**src/rtl/input_conditioner_pkg.sv**
```systemverilog
// Shared types for the input conditioner: key FSM states, key indices, selection record and decode.
package input_conditioner_pkg;

  typedef enum logic [1:0] {IDLE, ARMING, HELD, RELEASING} key_state_e;

  localparam int KEY_RETURN   = 0;
  localparam int KEY_ZOOM_OUT = 1;
  localparam int KEY_ZOOM_IN  = 2;

  localparam int DEFAULT_DEBOUNCE_CYCLES = 1000000;
  localparam int DEFAULT_CNT_W           = 20;

  typedef struct packed {
    logic [1:0] algorithm_select;
    logic       multiple_switches_error;
    logic       no_switch_selected_error;
  } sel_t;

  localparam sel_t SEL_RESET = '{algorithm_select: 2'b00,
                                 multiple_switches_error: 1'b0,
                                 no_switch_selected_error: 1'b1};

  // Lowest-numbered switch wins; an all-low bank falls back to algorithm 0.
  function automatic sel_t decode_sel(input logic [3:0] s);
    sel_t r;
    if (s[0])      r.algorithm_select = 2'b00;
    else if (s[1]) r.algorithm_select = 2'b01;
    else if (s[2]) r.algorithm_select = 2'b10;
    else if (s[3]) r.algorithm_select = 2'b11;
    else           r.algorithm_select = 2'b00;
    r.multiple_switches_error  = ($countones(s) > 1);
    r.no_switch_selected_error = (s == 4'b0000);
    return r;
  endfunction

endpackage

```
**src/rtl/input_conditioner_if.sv**
```systemverilog
// Board-input side of the conditioner: raw keys/switches in, commands and selection out.
interface input_conditioner_if;
  logic [2:0] key_n;
  logic [3:0] sw;
  logic       return_pulse;
  logic       zoom_out_pulse;
  logic       zoom_in_pulse;
  logic [1:0] algorithm_select;
  logic       multiple_switches_error;
  logic       no_switch_selected_error;
  logic       sel_changed;

  modport master (
    output key_n, sw,
    input  return_pulse, zoom_out_pulse, zoom_in_pulse,
    input  algorithm_select, multiple_switches_error, no_switch_selected_error, sel_changed
  );

  modport slave (
    input  key_n, sw,
    output return_pulse, zoom_out_pulse, zoom_in_pulse,
    output algorithm_select, multiple_switches_error, no_switch_selected_error, sel_changed
  );
endinterface

```
**src/rtl/input_conditioner_key_debouncer.sv**
```systemverilog
// One active-low key: 2-flop synchroniser, press/release debounce FSM, one-cycle pulse per press.
// Pulse is registered DEBOUNCE_CYCLES+2 edges after the raw press is first sampled.
module key_debouncer
  import input_conditioner_pkg::*;
#(
  parameter int DEBOUNCE_CYCLES = DEFAULT_DEBOUNCE_CYCLES,
  parameter int CNT_W           = DEFAULT_CNT_W
) (
  input  logic clk_i,
  input  logic reset_i,
  input  logic key_n_i,
  output logic pulse_o
);

  localparam logic [CNT_W-1:0] CNT_ONE  = CNT_W'(1);
  localparam logic [CNT_W-1:0] CNT_LAST = CNT_W'(DEBOUNCE_CYCLES - 1);

  logic [1:0]       sync_q;
  key_state_e       state_q;
  logic [CNT_W-1:0] cnt_q;
  logic             pulse_q;
  logic             pressed;

  assign pressed = ~sync_q[1];
  assign pulse_o = pulse_q;

  always_ff @(posedge clk_i) begin
    if (reset_i) begin
      sync_q  <= 2'b11;
      state_q <= IDLE;
      cnt_q   <= '0;
      pulse_q <= 1'b0;
    end else begin
      sync_q  <= {sync_q[0], key_n_i};
      pulse_q <= 1'b0;
      unique case (state_q)
        IDLE: begin
          if (pressed) begin
            state_q <= ARMING;
            cnt_q   <= CNT_ONE;
          end
        end
        ARMING: begin
          if (!pressed) begin
            state_q <= IDLE;
            cnt_q   <= '0;
          end else if (cnt_q == CNT_LAST) begin
            state_q <= HELD;
            cnt_q   <= '0;
            pulse_q <= 1'b1;
          end else begin
            cnt_q <= cnt_q + CNT_ONE;
          end
        end
        HELD: begin
          if (!pressed) begin
            state_q <= RELEASING;
            cnt_q   <= CNT_ONE;
          end
        end
        RELEASING: begin
          // A re-press before the release is confirmed is the same press: no pulse.
          if (pressed) begin
            state_q <= HELD;
            cnt_q   <= '0;
          end else if (cnt_q == CNT_LAST) begin
            state_q <= IDLE;
            cnt_q   <= '0;
          end else begin
            cnt_q <= cnt_q + CNT_ONE;
          end
        end
      endcase
    end
  end

endmodule

```
**src/rtl/input_conditioner.sv**
```systemverilog
// Debounces three keys into prioritised command pulses and four switches into a committed selection.
// Key pulses and selection commits land DEBOUNCE_CYCLES+2 edges after the input settles.
module input_conditioner
  import input_conditioner_pkg::*;
#(
  parameter int DEBOUNCE_CYCLES = DEFAULT_DEBOUNCE_CYCLES,
  parameter int CNT_W           = DEFAULT_CNT_W
) (
  input logic                clk,
  input logic                reset,
  input_conditioner_if.slave io
);

  localparam logic [CNT_W-1:0] CNT_ONE  = CNT_W'(1);
  localparam logic [CNT_W-1:0] CNT_LAST = CNT_W'(DEBOUNCE_CYCLES - 1);
  localparam logic [CNT_W-1:0] CNT_SAT  = CNT_W'(DEBOUNCE_CYCLES);

  logic [2:0] raw_pulse;

  for (genvar k = 0; k < 3; k++) begin : g_key
    key_debouncer #(
      .DEBOUNCE_CYCLES(DEBOUNCE_CYCLES),
      .CNT_W          (CNT_W)
    ) u_key (
      .clk_i  (clk),
      .reset_i(reset),
      .key_n_i(io.key_n[k]),
      .pulse_o(raw_pulse[k])
    );
  end

  // Losing pulses are dropped, not queued.
  assign io.return_pulse   = raw_pulse[KEY_RETURN];
  assign io.zoom_out_pulse = raw_pulse[KEY_ZOOM_OUT] & ~raw_pulse[KEY_RETURN];
  assign io.zoom_in_pulse  = raw_pulse[KEY_ZOOM_IN] & ~raw_pulse[KEY_ZOOM_OUT] & ~raw_pulse[KEY_RETURN];

  logic [3:0]       sw_meta_q, sw_sync_q;
  logic [3:0]       cand_q, cand_d;
  logic [CNT_W-1:0] sw_cnt_q, sw_cnt_d;
  sel_t             sel_q, sel_d, sel_prev_q;
  logic             sel_changed_q;

  always_comb begin
    cand_d   = cand_q;
    sw_cnt_d = sw_cnt_q;
    sel_d    = sel_q;
    if (sw_sync_q != cand_q) begin
      cand_d   = sw_sync_q;
      sw_cnt_d = CNT_ONE;
    end else if (sw_cnt_q == CNT_LAST) begin
      sel_d    = decode_sel(cand_q);
      sw_cnt_d = CNT_SAT;
    end else if (sw_cnt_q != CNT_SAT) begin
      sw_cnt_d = sw_cnt_q + CNT_ONE;
    end
  end

  always_ff @(posedge clk) begin
    if (reset) begin
      sw_meta_q     <= '0;
      sw_sync_q     <= '0;
      cand_q        <= '0;
      sw_cnt_q      <= '0;
      sel_q         <= SEL_RESET;
      sel_prev_q    <= SEL_RESET;
      sel_changed_q <= 1'b0;
    end else begin
      sw_meta_q     <= io.sw;
      sw_sync_q     <= sw_meta_q;
      cand_q        <= cand_d;
      sw_cnt_q      <= sw_cnt_d;
      sel_q         <= sel_d;
      sel_prev_q    <= sel_q;
      sel_changed_q <= (sel_q != sel_prev_q);
    end
  end

  assign io.algorithm_select         = sel_q.algorithm_select;
  assign io.multiple_switches_error  = sel_q.multiple_switches_error;
  assign io.no_switch_selected_error = sel_q.no_switch_selected_error;
  assign io.sel_changed              = sel_changed_q;

endmodule

```
**src/flat_wrapper.sv**
```systemverilog
// flat-port wrapper written by rule: the top's interface ports become plain ports
module input_conditioner_flat import input_conditioner_pkg::*;
#(
  parameter int DEBOUNCE_CYCLES = DEFAULT_DEBOUNCE_CYCLES,
  parameter int CNT_W           = DEFAULT_CNT_W
)
  (clk, reset, io_key_n, io_sw, io_return_pulse, io_zoom_out_pulse, io_zoom_in_pulse, io_algorithm_select, io_multiple_switches_error, io_no_switch_selected_error, io_sel_changed);
  input_conditioner_if io_i ();
  input logic clk;
  input logic reset;
  input wire logic [$bits(io_i.key_n)-1:0] io_key_n;
  input wire logic [$bits(io_i.sw)-1:0] io_sw;
  output wire logic [$bits(io_i.return_pulse)-1:0] io_return_pulse;
  output wire logic [$bits(io_i.zoom_out_pulse)-1:0] io_zoom_out_pulse;
  output wire logic [$bits(io_i.zoom_in_pulse)-1:0] io_zoom_in_pulse;
  output wire logic [$bits(io_i.algorithm_select)-1:0] io_algorithm_select;
  output wire logic [$bits(io_i.multiple_switches_error)-1:0] io_multiple_switches_error;
  output wire logic [$bits(io_i.no_switch_selected_error)-1:0] io_no_switch_selected_error;
  output wire logic [$bits(io_i.sel_changed)-1:0] io_sel_changed;
  assign io_i.key_n = io_key_n;
  assign io_i.sw = io_sw;
  assign io_return_pulse = io_i.return_pulse;
  assign io_zoom_out_pulse = io_i.zoom_out_pulse;
  assign io_zoom_in_pulse = io_i.zoom_in_pulse;
  assign io_algorithm_select = io_i.algorithm_select;
  assign io_multiple_switches_error = io_i.multiple_switches_error;
  assign io_no_switch_selected_error = io_i.no_switch_selected_error;
  assign io_sel_changed = io_i.sel_changed;
  input_conditioner #(.DEBOUNCE_CYCLES(DEBOUNCE_CYCLES), .CNT_W(CNT_W)) u_core (.clk(clk), .reset(reset), .io(io_i));
endmodule
```
**config.mk**
```make
export PLATFORM = sky130hd
export DESIGN_NAME = input_conditioner_flat
export DESIGN_NICKNAME = d
export VERILOG_FILES = /design/src/rtl/input_conditioner_pkg.sv /design/src/rtl/input_conditioner_if.sv /design/src/rtl/input_conditioner_key_debouncer.sv /design/src/rtl/input_conditioner.sv /design/src/flat_wrapper.sv
export SDC_FILE = /design/constraint.sdc
export NUM_CORES = 1
export LEC_CHECK = 0
export ABC_AREA = 0
export BUFFER_PORTS_ARGS = -buffer_cell sky130_fd_sc_hd__buf_2
export CAP_MARGIN = 10
export CORE_MARGIN = 1.5
export CORE_UTILIZATION = 50
export CTS_CLUSTER_DIAMETER = 40
export CTS_CLUSTER_SIZE = 30
export DETAILED_ROUTE_END_ITERATION = 6
export PLACE_DENSITY = 0.67
export SYNTH_ARGS = -nofsm -noshare
export SYNTH_HDL_FRONTEND = slang
export SYNTH_SLANG_ARGS = --single-unit
```
**constraint.sdc**
```tcl
create_clock -name clk -period 5 [get_ports clk]
set_input_delay 0.25 -clock clk [delete_from_list [all_inputs] [get_ports clk]]
set_output_delay 0.25 -clock clk [all_outputs]
set_load 0.02 [all_outputs]
```
==> results of run 1 <==
==> sequential cells by signal (all words and copies together) (netlist names), named ones only <==
signal and cells:
u_core.cand_q 4, u_core.sel_prev_q 4, u_core.g_key.u_key.sync_q 6, u_core.sw_meta_q 4
u_core.g_key.u_key.pulse_o 3, u_core.sw_sync_q 4, u_core.io.multiple_switches_error 1, u_core.g_key.u_key.state_q 3
u_core.io.no_switch_selected_error 1, u_core.io.sel_changed 1, u_core.sw_cnt_q 20, u_core.g_key.u_key.cnt_q 60
u_core.io.algorithm_select 2
==> layer usage <==
layer / track usage [%] / vias up / part of all wire (%)
met5: 0 / - / 0
met4: 8.108 / 0 / 1.1
met3: 5.518 / 13 / 3.6
met2: 30.92 / 70 / 47
met1: 25.93 / 2040 / 48
li1: - / 2217 / -
==> cells by family after synthesis <==
family                   count (synthesis)
multiplexers                             8
adder cells (fa/ha/maj)                 12
flip-flops                             116
AND/OR/NAND/NOR                        282
AO/OA/AOI/OAI                          100
XOR/XNOR                                51
buffers and inverters                   38
==> what timing repair did <==
item / in CTS / in global routing
endpoints found under the hold margin: 7 / 0
setup buffers: 0 / 0
hold buffers: 7 / 0
==> through the flow <==
step	area, sq um	power, mW
2_1_floorplan	5344	1.012
3_3_place_gp	5515	1.025
3_5_place_dp	5515	1.027
4_1_cts	6107	2.102
5_1_grt	6140	2.161
6_report	6140	2.077
==> cells in the mapped netlist, drive strengths merged (7+ instances only) <==
master,instances
clkbuf,16
o21ai,14
a31oi,15
a22o,7
a211oi,7
mux2i,8
nand3b,7
nand2b,10
a21oi,35
a41oi,7
inv,17
nor2,63
or2,9
ha,11
nand2,44
dfxtp,116
nand3,36
nor4,13
xor2,26
xnor2,25
and4,8
nor2b,20
or3,10
nor3,11
and3,12
nand4,18
==> worst reg2reg max path, cell delays in order (launching register included) <==
cell     delay (ns)
dfxtp_1        0.41
ha_1           0.22
nand3_1        0.18
nor4_1         0.57
a21oi_2        0.27
buf_16         0.24
a21o_1         0.16
a22o_1         0.21
==> path summary, 6_finish.rpt <==
path | from | end | slack [ns] | cells past startpoint
worst max-delay path | u_core.g_key[2].u_key.cnt_q[0]$_SDFFE_PP0P_ | u_core.g_key[2].u_key.cnt_q[12]$_SDFFE_PP0P_ | 2.64 | 7
worst min-delay path | reset | u_core.g_key[0].u_key.cnt_q[1]$_SDFFE_PP0P_ | 0.32 | 3
worst max register to register | u_core.g_key[2].u_key.cnt_q[0]$_SDFFE_PP0P_ | u_core.g_key[2].u_key.cnt_q[12]$_SDFFE_PP0P_ | 2.64 | 7
worst min register to register | u_core.g_key[2].u_key.sync_q[0]$_SDFF_PP1_ | u_core.g_key[2].u_key.sync_q[1]$_SDFF_PP1_ | 0.41 | 1
==> layout make-up <==
class	count	area, sq um	area share [%]
clock buffers	23	466.7	7.601
clock inverters	6	55.05	0.8967
flip-flops and latches	116	2322	37.82
well taps	136	170.2	2.772
repair buffers	27	197.7	3.220
multi-input cells	453	2864	46.65
inverters	17	63.81	1.039
==> power breakdown <==
group	total [mW]	switching (mW)	internal, mW
combinational	0.0657	0.0391	0.0267
clock	1.06	0.381	0.683
sequential	0.947	0.0101	0.937
==> flow_metrics.tcl, run 1 <==
set metrics [dict create \
    outcome "finished clean" \
    path_class "flip-flop to flip-flop" \
    hold_violations 0 \
    placement.io_buffers 16 \
    post_route_cells_drive_above_1_share_pct 9.969 \
    cts_repair_resize_count 0 \
    route.final.wire_length_um 10690 \
    finalCritPeriodShare_pct 47.28 \
    detailed_place_hpwl_um 7103 \
    setup_ws_ns 2.636 \
    cts_root_buf "clkbuf_8" \
    clock-skew-final_ns 0.008545 \
    die-area_sq_um 11320 \
    tritoncts_clock_tree "built" \
    layout.filler_cells 918 \
    yosys.area_share.adder_pct 2.950 \
    critical_path_required_ns 5.40 \
    timing.final.crit_period_ns 2.364 \
    worst_ep_arrival_time_ns 2.77 \
    netlist-cell-type-count 52 \
    asyncSetResetFlopFracSynth_pct 0 \
    slew_headroom_pct 31.57 \
    initial_utilization_pct 51.53 \
    type_of_the_tightest_min_delay_check "primary input to flip-flop" \
    htree_levels 4 \
    routedWlPerCell_um 13.74 \
    synth-seq-cells 116 \
    drt-pass1-iter-count 5 \
    max-clock-path-buffers 2 \
    synthXorXnorAreaFrac_pct 8.359 \
    globalplace.congestion 0.7981 \
    path_delay_family "simple AND/OR/NAND/NOR gates" \
    syn-cell-area_sq_um 5344 \
    pin_count_of_the_biggest_net_entering_global_routing 60 \
    yosysTopAreaCellShare_pct 43.46 \
    synthCells 607 \
    cap_viol_max_count 0 \
    die_y_um 106.4 \
    setup_violations 0 \
    path_max_fanout 26 \
    core.rowCount 37 \
    syn_area_per_cell_sq_um 8.804 \
    yosysSeqAreaShare_pct 43.46 \
    maxClockFrequency_ghz 0.4231 \
    synth.largest_area_cell "dfxtp_1" \
    layout.cells.non_filler 778 \
    final-max-slew-violation-count 0 \
    vias_per_cell 5.578 \
    post_synth_main_area_contributors "dfxtp_1 (43%), nor2_1 (4.4%), xor2_1 (4.3%)" \
    yosys_warnings 0 \
    via_count 4340 \
    cp_slowest_cell "nor4_1" \
    clock_insertion_delay_worst_skew_ns 0.51 \
    route.detailed.drc 0 \
    grt_setup_unrepaired "no" \
    synthToLayoutAreaGrowth_pct 14.89 \
    dp_worst_setup_slack_ns 2.541 \
    first_global_vias 3922 \
    dp_cells 740 \
    coreArea_sq_um 10370 \
    mostFrequentLayoutCells "dfxtp_1 (116), nor2_1 (63), nand2_1 (44)" \
    numClockSinks 116 \
    synth-edff-count 0 \
    layout.nets 653 \
    finish.utilization_pct 59.21 \
    overflow 0 \
    synthMuxAreaShare_pct 1.498 \
    synth-compound-area-share_pct 11.99 \
    largest_family_of_logic_cells_by_synthesized_area "simple AND/OR/NAND/NOR gates" \
    endpoint_kind_of_the_worst_setup_timing_path "flip-flop" \
    critical_path.max_stage_delay_ns 0.57 \
    cp-start-kind "flip-flop" \
    cts-buffers-inserted 17 \
    insertedDiodeCount 0 \
    power.density_nw_per_um2 338.3 \
    finalSetupTns_ns 0 \
    vdd_drop_max_uv 209.0 \
    syn_nets 628 \
    worst_hold_slack_ns 0.3248 \
    power.leakage_nw 2.223 \
    synth_simple_gate_area_share_pct 28.73 \
    layout.cells.most_common "dfxtp_1" \
    grtUsageTotal_pct 19.86 \
    io_pins 17 \
    critical_path_buf_inv_count 1 \
    global_route_wire_length_before_repair_um 18000 \
    synth_flop_cell "dfxtp_1" \
    crit_chain "ha_1 -> nand3_1 -> nor4_1 -> a21oi_2 -> buf_16 -> a21o_1 -> a22o_1" \
    grt_antenna_before_repair 0 \
    final_antenna_net_count 0 \
    tightestPinTransition_ns 1.017 \
    detail_route.iter0.violations 295 \
    die_width_um 106.4 \
    clkTransAtPathRegs_ns 0.05 \
]
Power figures use the tool's default switching activity.
==> run 2: changes to the inputs <==
--- a/config.mk
+++ b/config.mk
@@ -13,7 +13,7 @@
 export CTS_CLUSTER_DIAMETER = 40
 export CTS_CLUSTER_SIZE = 30
 export DETAILED_ROUTE_END_ITERATION = 6
-export PLACE_DENSITY = 0.67
+export PLACE_DENSITY = 0.7
 export SYNTH_ARGS = -nofsm -noshare
 export SYNTH_HDL_FRONTEND = slang
 export SYNTH_SLANG_ARGS = --single-unit
==> constraint.sdc (replaced) <==
create_clock -name clk -period 2.1 [get_ports clk]
set_input_delay 0.105 -clock clk [delete_from_list [all_inputs] [get_ports clk]]
set_output_delay 0.105 -clock clk [all_outputs]
set_load 0.02 [all_outputs]
==> run 2 against run 1 <==
  * Utilization increased by 2.7 points
  * Clock skew increased by 0.0010 ns
  * Die area unchanged
  * Design area increased by 4.6%
  * Flip-flop and latch count unchanged
  * First-iteration DRC count decreased by 8.5%
  * Wire length increased by 2.1%
  * Fmax increased by 16%
  * Final cell count increased by 3.3%
  * Combinational power increased to 2.7 times the previous value
  * Largest cell class unchanged
==> flow_metrics.tcl, run 2 (same netlist as run 1, synthesis figures left out) <==
set metrics [dict create \
    vdd_drop_max_uv 780.3 \
    tritoncts_clock_tree "built" \
    via_count 4446 \
    cp_slowest_cell "or4_4" \
    mostFrequentLayoutCells "dfxtp_1 (116), nor2_1 (63), nand2_1 (44)" \
    power.density_nw_per_um2 820.8 \
    endpoint_kind_of_the_worst_setup_timing_path "flip-flop" \
    overflow 0 \
    timing.final.crit_period_ns 2.031 \
    htree_levels 4 \
    outcome "finished clean" \
    routedWlPerCell_um 13.57 \
    final-max-slew-violation-count 0 \
    core.rowCount 37 \
    layout.nets 677 \
    drt-pass1-iter-count 4 \
    type_of_the_tightest_min_delay_check "primary input to flip-flop" \
    clkTransAtPathRegs_ns 0.06 \
    route.detailed.drc 0 \
    cp-start-kind "flip-flop" \
    first_global_vias 4224 \
    path_max_fanout 5 \
    die_y_um 106.4 \
    worst_hold_slack_ns 0.07976 \
    critical_path_required_ns 2.54 \
    io_pins 17 \
    setup_violations 0 \
    placement.io_buffers 16 \
    grt_antenna_before_repair 0 \
    detailed_place.area_sq_um 5715 \
    numClockSinks 116 \
    insertedDiodeCount 0 \
    global_route_wire_length_before_repair_um 18800 \
    path_class "flip-flop to flip-flop" \
    worst_ep_arrival_time_ns 2.47 \
    crit_chain "or4_4 -> nor4_4 -> buf_4 -> nand3_4 -> or4_1 -> a21oi_2" \
    final_antenna_net_count 0 \
    max-clock-path-buffers 2 \
    pin_count_of_the_biggest_net_entering_global_routing 28 \
    layout.cells.non_filler 804 \
    number_of_flip_flops_under_the_largest_register_name 60 \
    path_delay_family "simple AND/OR/NAND/NOR gates" \
    finish.utilization_pct 61.91 \
    dp_cells 765 \
    cap_viol_max_count 0 \
    clock_insertion_delay_worst_skew_ns 0.51 \
    post_route_cells_drive_above_1_share_pct 14.82 \
    clock-skew-final_ns 0.009565 \
    power.leakage_nw 2.382 \
    design_area_sq_um 6420 \
    die-area_sq_um 11320 \
    layout.cells.most_common "dfxtp_1" \
    setup_ws_ns 0.06928 \
    critical_path_buf_inv_count 1 \
    detailed_place_hpwl_um 7364 \
    finalCritPeriodShare_pct 96.70 \
    coreArea_sq_um 10370 \
    slew_headroom_pct 51.83 \
    globalplace.congestion 0.7990 \
    tightestPinTransition_ns 0.7170 \
    die_width_um 106.4 \
    cts-buffers-inserted 17 \
    synthToLayoutAreaGrowth_pct 20.14 \
    grtUsageTotal_pct 20.50 \
    hold_violations 0 \
    largestRegisters "u_core.g_key.u_key.cnt_q x60, u_core.sw_cnt_q x20, u_core.g_key.u_key.sync_q x6" \
    route.final.wire_length_um 10910 \
    maxClockFrequency_ghz 0.4924 \
    vias_per_cell 5.530 \
    cts_root_buf "clkbuf_8" \
    initial_utilization_pct 51.53 \
    regMostFlops "u_core.g_key.u_key.cnt_q" \
    critical_path.max_stage_delay_ns 0.55 \
    detail_route.iter0.violations 270 \
    dp_worst_setup_slack_ns 0.03075 \
]
run 2: where the power goes:
part           internal, mW  switching, mW  total, mW
Clock                  1.88          0.962       2.84
Sequential             2.23         0.0243       2.25
Combinational        0.0790         0.0990      0.178
run 2: worst min-delay path, cell delays in order:
cell and delay [ns]:
buf_2 0.16, a211oi_2 0.11, nand2b_1 0.08, a31oi_1 0.07
run 2: layout make-up:
cell class	count	area (sq um)
Clock buffer	20	455.4
Sequential cell	116	2322
Tap cell	136	170.2
Fill cell	883	3950
Inverter	17	63.81
Timing Repair Buffer	51	372.9
Multi-Input combinational cell	453	2903
Clock inverter	11	132.6
run 2: path summary, 6_finish.rpt:
path,slack [ns],cells past startpoint,startpoint,to
setup / recovery,0.07,6,u_core.sw_cnt_q[15]$_SDFFE_PP0P_,u_core.io.algorithm_select[1]$_SDFFE_PP0P_
hold / removal,0.08,4,reset,u_core.g_key[1].u_key.cnt_q[2]$_SDFFE_PP0P_
setup reg to reg,0.07,6,u_core.sw_cnt_q[15]$_SDFFE_PP0P_,u_core.io.algorithm_select[1]$_SDFFE_PP0P_
hold reg to reg,0.43,1,u_core.g_key[0].u_key.sync_q[0]$_SDFF_PP1_,u_core.g_key[0].u_key.sync_q[1]$_SDFF_PP1_
run 2: what timing repair did:
item,CTS,global route
hold endpoints to repair,7,0
hold buffers,7,0
resized for setup,0,7
setup buffers,0,1
endpoints found under the setup margin,0,35
run 2: metrics by stage:
step | TNS (ns) | power [mW]
final | 0 | 5.269
after global placement | 0 | 2.456
after floorplan | 0 | 2.409
after detailed placement | 0 | 2.463
after global routing | -0.01461 | 5.440
after CTS | 0 | 5.314
run 2: routing by layer:
layer | track usage (%) | up-vias | share of wire [%]
met4 | 8.398 | 0 | 0.69
li1 | - | 2274 | -
met3 | 5.089 | 5 | 2.1
met5 | 0 | - | 0
met2 | 33.36 | 52 | 49
met1 | 25.89 | 2115 | 48
